File: src/rtl/abr_prim_cdc_delay_pkg.sv
// Shared types, constants and LFSR step function for the CDC delay-injection sequencer.
package abr_prim_cdc_delay_pkg;

    typedef enum logic [1:0] {
        CdcDlyOff    = 2'd0,
        CdcDlyRand   = 2'd1,
        CdcDlyAlways = 2'd2,
        CdcDlyRsvd   = 2'd3
    } cdc_delay_mode_e;

    localparam int unsigned LfsrWidth = 32;
    localparam logic [LfsrWidth-1:0] LfsrMask = 32'h8020_0003;

    // Right-shifting Galois step for x^32+x^22+x^2+x+1.
    function automatic logic [LfsrWidth-1:0] lfsr_next(input logic [LfsrWidth-1:0] state);
        lfsr_next = (state >> 1) ^ ({LfsrWidth{state[0]}} & LfsrMask);
    endfunction

endpackage

File: src/rtl/abr_prim_cdc_delay_lfsr.sv
// 32-bit Galois LFSR with step enable, seed load and zero-seed fallback to the reset seed.
module abr_prim_cdc_delay_lfsr
    import abr_prim_cdc_delay_pkg::*;
#(
    parameter logic [LfsrWidth-1:0] LfsrSeed = 32'hACE1_2357
) (
    input  logic                 clk_i,
    input  logic                 rst_b,
    input  logic                 en_i,
    input  logic                 seed_we_i,
    input  logic [LfsrWidth-1:0] seed_i,
    output logic [LfsrWidth-1:0] lfsr_o
);

    logic [LfsrWidth-1:0] lfsr_q;

    // A zero seed would lock the register, so it is replaced by the reset seed.
    always_ff @(posedge clk_i or negedge rst_b) begin
        if (!rst_b) begin
            lfsr_q <= LfsrSeed;
        end else if (seed_we_i) begin
            lfsr_q <= (seed_i == '0) ? LfsrSeed : seed_i;
        end else if (en_i) begin
            lfsr_q <= lfsr_next(lfsr_q);
        end
    end

    assign lfsr_o = lfsr_q;

endmodule

File: src/rtl/abr_prim_cdc_delay_ctrl.sv
// Per-bit CDC delay injection: a detected transition may be hidden from the first sync flop
// for exactly one cycle, chosen by mode and an LFSR-driven probability.
module abr_prim_cdc_delay_ctrl
    import abr_prim_cdc_delay_pkg::*;
#(
    parameter int unsigned          DataWidth = 8,
    parameter int unsigned          CntWidth  = 16,
    parameter logic [LfsrWidth-1:0] LfsrSeed  = 32'hACE1_2357
) (
    input  logic                 clk_i,
    input  logic                 rst_b,
    input  logic                 en_i,
    input  logic [1:0]           mode_i,
    input  logic [7:0]           thresh_i,
    input  logic                 seed_we_i,
    input  logic [31:0]          seed_i,
    input  logic                 cnt_clr_i,
    input  logic [DataWidth-1:0] src_data_i,
    input  logic [DataWidth-1:0] prev_data_i,
    output logic [DataWidth-1:0] data_sel_o,
    output logic [DataWidth-1:0] dst_data_o,
    output logic [CntWidth-1:0]  delay_cnt_o
);

    cdc_delay_mode_e              mode;
    logic [DataWidth-1:0]         src_q;
    logic [DataWidth-1:0]         hold_q;
    logic                         first_q;
    logic [DataWidth-1:0]         chg;
    logic [DataWidth-1:0]         pick;
    logic [DataWidth-1:0]         sel;
    logic [LfsrWidth-1:0]         lfsr_q;
    logic [DataWidth-1:0][7:0]    lfsr_byte;
    logic [CntWidth-1:0]          delay_cnt_q;

    assign mode = cdc_delay_mode_e'(mode_i);

    abr_prim_cdc_delay_lfsr #(
        .LfsrSeed (LfsrSeed)
    ) u_lfsr (
        .clk_i     (clk_i),
        .rst_b     (rst_b),
        .en_i      (en_i),
        .seed_we_i (seed_we_i),
        .seed_i    (seed_i),
        .lfsr_o    (lfsr_q)
    );

    // Each bit draws its own byte from the LFSR, wrapping around past bit 31.
    for (genvar g = 0; g < DataWidth; g++) begin : g_byte
        for (genvar j = 0; j < 8; j++) begin : g_bit
            assign lfsr_byte[g][j] = lfsr_q[(8*g+j) % LfsrWidth];
        end
    end

    always_comb begin
        pick = '0;
        for (int i = 0; i < DataWidth; i++) begin
            unique case (mode)
                CdcDlyAlways: pick[i] = 1'b1;
                CdcDlyRand:   pick[i] = (lfsr_byte[i] < thresh_i);
                default:      pick[i] = 1'b0;
            endcase
        end
    end

    assign chg = (src_data_i ^ src_q) & {DataWidth{~first_q}};
    assign sel = {DataWidth{en_i}} & ~hold_q & chg & pick;

    // A delayed bit spends exactly one cycle in HOLD, which blocks a second consecutive delay.
    always_ff @(posedge clk_i or negedge rst_b) begin
        if (!rst_b) begin
            src_q   <= '0;
            first_q <= 1'b1;
            hold_q  <= '0;
        end else begin
            src_q   <= src_data_i;
            first_q <= 1'b0;
            hold_q  <= sel;
        end
    end

    always_ff @(posedge clk_i or negedge rst_b) begin
        if (!rst_b) begin
            delay_cnt_q <= '0;
        end else if (cnt_clr_i) begin
            delay_cnt_q <= '0;
        end else if ((|sel) && (delay_cnt_q != {CntWidth{1'b1}})) begin
            delay_cnt_q <= delay_cnt_q + 1'b1;
        end
    end

    assign data_sel_o  = sel;
    assign dst_data_o  = (prev_data_i & sel) | (src_data_i & ~sel);
    assign delay_cnt_o = delay_cnt_q;

endmodule

File: config.mk
export PLATFORM = sky130hd
export DESIGN_NAME = abr_prim_cdc_delay_ctrl
export DESIGN_NICKNAME = d
export VERILOG_FILES = /design/src/rtl/abr_prim_cdc_delay_pkg.sv /design/src/rtl/abr_prim_cdc_delay_lfsr.sv /design/src/rtl/abr_prim_cdc_delay_ctrl.sv
export SDC_FILE = /design/constraint.sdc
export NUM_CORES = 1
export LEC_CHECK = 0
export BUFFER_PORTS_ARGS = -buffer_cell sky130_fd_sc_hd__buf_4
export CORE_ASPECT_RATIO = 2
export CORE_MARGIN = 4
export CORE_UTILIZATION = 54
export CTS_BUF_LIST = sky130_fd_sc_hd__clkbuf_8 sky130_fd_sc_hd__clkbuf_16
export DETAILED_ROUTE_END_ITERATION = 7
export GPL_ROUTABILITY_DRIVEN = 0
export PLACE_DENSITY = 0.8
export SLEW_MARGIN = 20
export SYNTH_ARGS = -nofsm -noshare
export SYNTH_HDL_FRONTEND = slang
export SYNTH_HIERARCHICAL = 1
export SYNTH_SLANG_ARGS = --single-unit
File: constraint.sdc
create_clock -name clk_i -period 3.28 [get_ports clk_i]
set_input_delay 0.656 -clock clk_i [delete_from_list [all_inputs] [get_ports clk_i]]
set_output_delay 0.656 -clock clk_i [all_outputs]
set_load 0.005 [all_outputs]
==> impl_metrics.py <==
metrics = {
    "clocking": {
        "cts-root-buf": "clkbuf_16",
        "tritoncts": "yes",
        "cts_buffers": 9,
        "cts.sinks": 65,
        "clk_pin_slew_worst_paths_ps": 50,
        "ctsHoldBuffers": 0,
        "h-tree-depth": 3,
        "cts_max_path_buffers": 2,
        "clk_latency_ps": 330,
    },
    "sta": {
        "min_period_ps": 3240,
        "clock.fmax_mhz": 308,
        "clock_skew_ps": 5.60,
        "max_slew_margin_pct": 44.8,
        "worstMarginPinSlew_ps": 827,
        "whs_ps": 414,
        "finalSetupViolations": 0,
        "rsz0062_at_grt": "true",
        "final_critical_path_setup_slack_ps": 35.6,
        "slew_violations": 0,
        "hold_viol": 0,
        "timing.final.crit_share_pct": 98.9,
    },
    "power_and_ir_drop": {
        "p_clk_share_pct": 38.0,
        "total_power_mw": 2.14,
        "p_sw_mw": 0.580,
        "p_int_mw": 1.56,
        "p_sw_share_pct": 27.2,
        "pwr-share-comb_pct": 18.7,
        "ir_drop_mv": 0.293,
        "p_seq_share_pct": 43.3,
        "powerDensity_mw_per_mm2": 420,
        "p_leak_nw": 2.40,
    },
    "floorplan": {
        "die_area_mm2": 0.00884,
        "die_h_um": 129,
        "std_cell_rows": 43,
        "core-area_mm2": 0.00705,
        "start_util_pct": 56.1,
        "ios": 95,
        "die_w_um": 68.5,
    },
    "routing": {
        "vias": 3600,
        "first_iter_violations": 274,
        "dr.pass1.iters": 5,
        "vias_per_cell": 5.90,
        "wl_per_cell_um": 17.5,
        "wl_um": 10700,
        "ant_nets": 0,
        "drc": 0,
    },
    "finish": {
        "stdcell_area_mm2": 0.00508,
        "diodes": 0,
        "synthToLayoutAreaGrowth_pct": 28.4,
        "nFillCells": 539,
        "nNetsFinal": 611,
        "drive_above_1_share_pct": 29.6,
    },
    "synth": {
        "synth_warnings": 6,
        "async_reset_ff_share_pct": 100,
        "syn_area_mm2": 0.00396,
        "synth_edf_count": 0,
        "yosysSeqAreaShare_pct": 41.7,
        "ys_seq_elements": 65,
        "synth_nets": 516,
        "synth_top_cell_area_share_pct": 30.4,
        "syn_avg_cell_area_um2": 9.38,
        "synthTopCellsByCount": "dfrtp_1 (48), nand2_1 (44), inv_1 (33)",
        "synth-main-ff-cell": "dfrtp_1",
        "synth_cells": 422,
        "synth_top_cell_by_area": "dfrtp_1",
        "synth_most_common_cell": "dfrtp_1",
        "yosysUniqueCellTypes": 50,
        "synth_area_leaders": "dfrtp_1 (30%), dfstp_2 (11%), ha_1 (9.8%)",
    },
    "placement": {
        "io_buffers": 94,
        "post-place-ws_ps": 48.8,
        "dp_hpwl_um": 8140,
        "placed_area_mm2": 0.00474,
    },
    "global_routing": {
        "grt_pass1_wl_um": 16800,
        "grt_pass1_vias": 3725,
        "overflow": 0,
        "grt_max_degree": 66,
        "grtUsageTotal_pct": 25.5,
        "antenna_found_initial": 0,
    },
    "critical_path": {
        "arrival_ps": 2590,
        "startpoint_type": "input port",
        "worstRegToRegCells": 9,
        "critical_path_class": "in2out",
        "cp_max_fo": 4,
        "cp_data_required_time_ps": 2620,
        "cp-end-kind": "primary output",
    },
    "run_status": {
        "status": "finished clean",
    },
    "run": {
        "cap_violations": 0,
    },
    "worst_hold_path": {
        "hold_path_class": "in2async",
    },
}
==> kinds of logic (layout without fill, tap and decap cells) <==
| kind of cell | Yosys count | count (layout) | synth area share, % |
|---|---|---|---|
| AND/OR/NAND/NOR | 142 | 142 | 19.0 |
| AO/OA/AOI/OAI | 95 | 95 | 15.0 |
| flip-flops | 65 | 65 | 41.7 |
| buffers and inverters | 53 | 151 | 5.85 |
| adder cells (fa/ha/maj) | 31 | 31 | 9.80 |
| multiplexers | 22 | 22 | 5.72 |
| XOR/XNOR | 13 | 13 | 2.88 |
| other | 1 | 1 | 0.0948 |
==> through the flow <==
step / instances / utilization (%) / TNS, ps
final: 610 / 72.1 / 0
after global placement: 596 / 67.3 / 0
after CTS: 610 / 70.8 / 0
after global routing: 610 / 72.1 / -63.7
after floorplan: 422 / - / 0
after detailed placement: 596 / 67.3 / 0
==> final timing paths <==
path                              startpoint  slack (ps)           endpoint
hold reg to reg               delay_cnt_o[8]         580     delay_cnt_o[8]
hold / removal                         rst_b         410  u_lfsr/lfsr_o[17]
setup / recovery                 thresh_i[4]          40      dst_data_o[5]
max in group asynchronous              rst_b        2310           src_q[3]
min in group clk_i             src_data_i[2]         460           src_q[2]
setup reg to reg           u_lfsr/lfsr_o[31]         680     delay_cnt_o[5]
==> sequential cells by signal (all words and copies together), names as in the netlist <==
| register | count |
|---|---|
| delay_cnt_o | 16 |
| first_q | 1 |
| hold_q | 8 |
| src_q | 8 |
| u_lfsr/lfsr_o | 32 |
==> power by group through the flow <==
stage | sequential (mW) | combinational (mW) | clock [mW]
after global routing | 0.930 | 0.450 | 0.857
after detailed placement | 0.935 | 0.380 | 0
final | 0.925 | 0.400 | 0.810
after CTS | 0.923 | 0.384 | 0.823
after floorplan | 0.915 | 0.224 | 0
after global placement | 0.933 | 0.360 | 0
==> routing by layer <==
layer	up-vias	global-route usage, %	part of all wire [%]
met3	29	5.55	5.1
met1	1728	25.5	35
met2	139	46.9	57
met4	0	12.8	3.5
li1	1704	-	-
met5	-	0	0
==> layout make-up <==
class | count | area, µm² | share of cell area, %
clock inverter | 5 | 20.0 | 0.394
sequential | 65 | 1650 | 32.4
clock buffer | 9 | 225 | 4.43
inverter | 33 | 131 | 2.59
tap | 90 | 113 | 2.22
timing repair buffer | 104 | 785 | 15.4
multi-input combinational | 304 | 2160 | 42.5
==> critical path, cell delays in order <==
cell and delay (ps):
buf_4 110, inv_1 160, ha_1 290, nand4_1 130, nor2_1 60, o211ai_1 130, nand2_1 150, nor4_2 290
buf_4 160, mux2_2 320, buf_4 130
==> placed cells by master (no fill, tap or decap), types with 11 or more instances in the layout <==
master	synthesis	layout
inv_1	33	33
buf_4	0	103
dfstp_2	17	17
nand2_1	44	44
nor4_1	15	11
a31oi_1	16	16
a21oi_1	13	13
ha_1	31	27
o21ai_0	15	13
dfrtp_1	48	48
a211oi_1	13	13
nor2b_1	15	15
nor2_1	17	17
xnor2_1	12	12
o21ai_1	17	17
mux2i_1	17	17
nand3_1	14	14
==> what timing repair did <==
action                                 4_1_cts  5_1_grt
pin swaps                                    0        4
setup endpoints to repair                    2        7
buffers inserted                             0        0
endpoints found under the hold margin        0        0
resized for setup                            1       18
(Power assumes the default switching activity.)
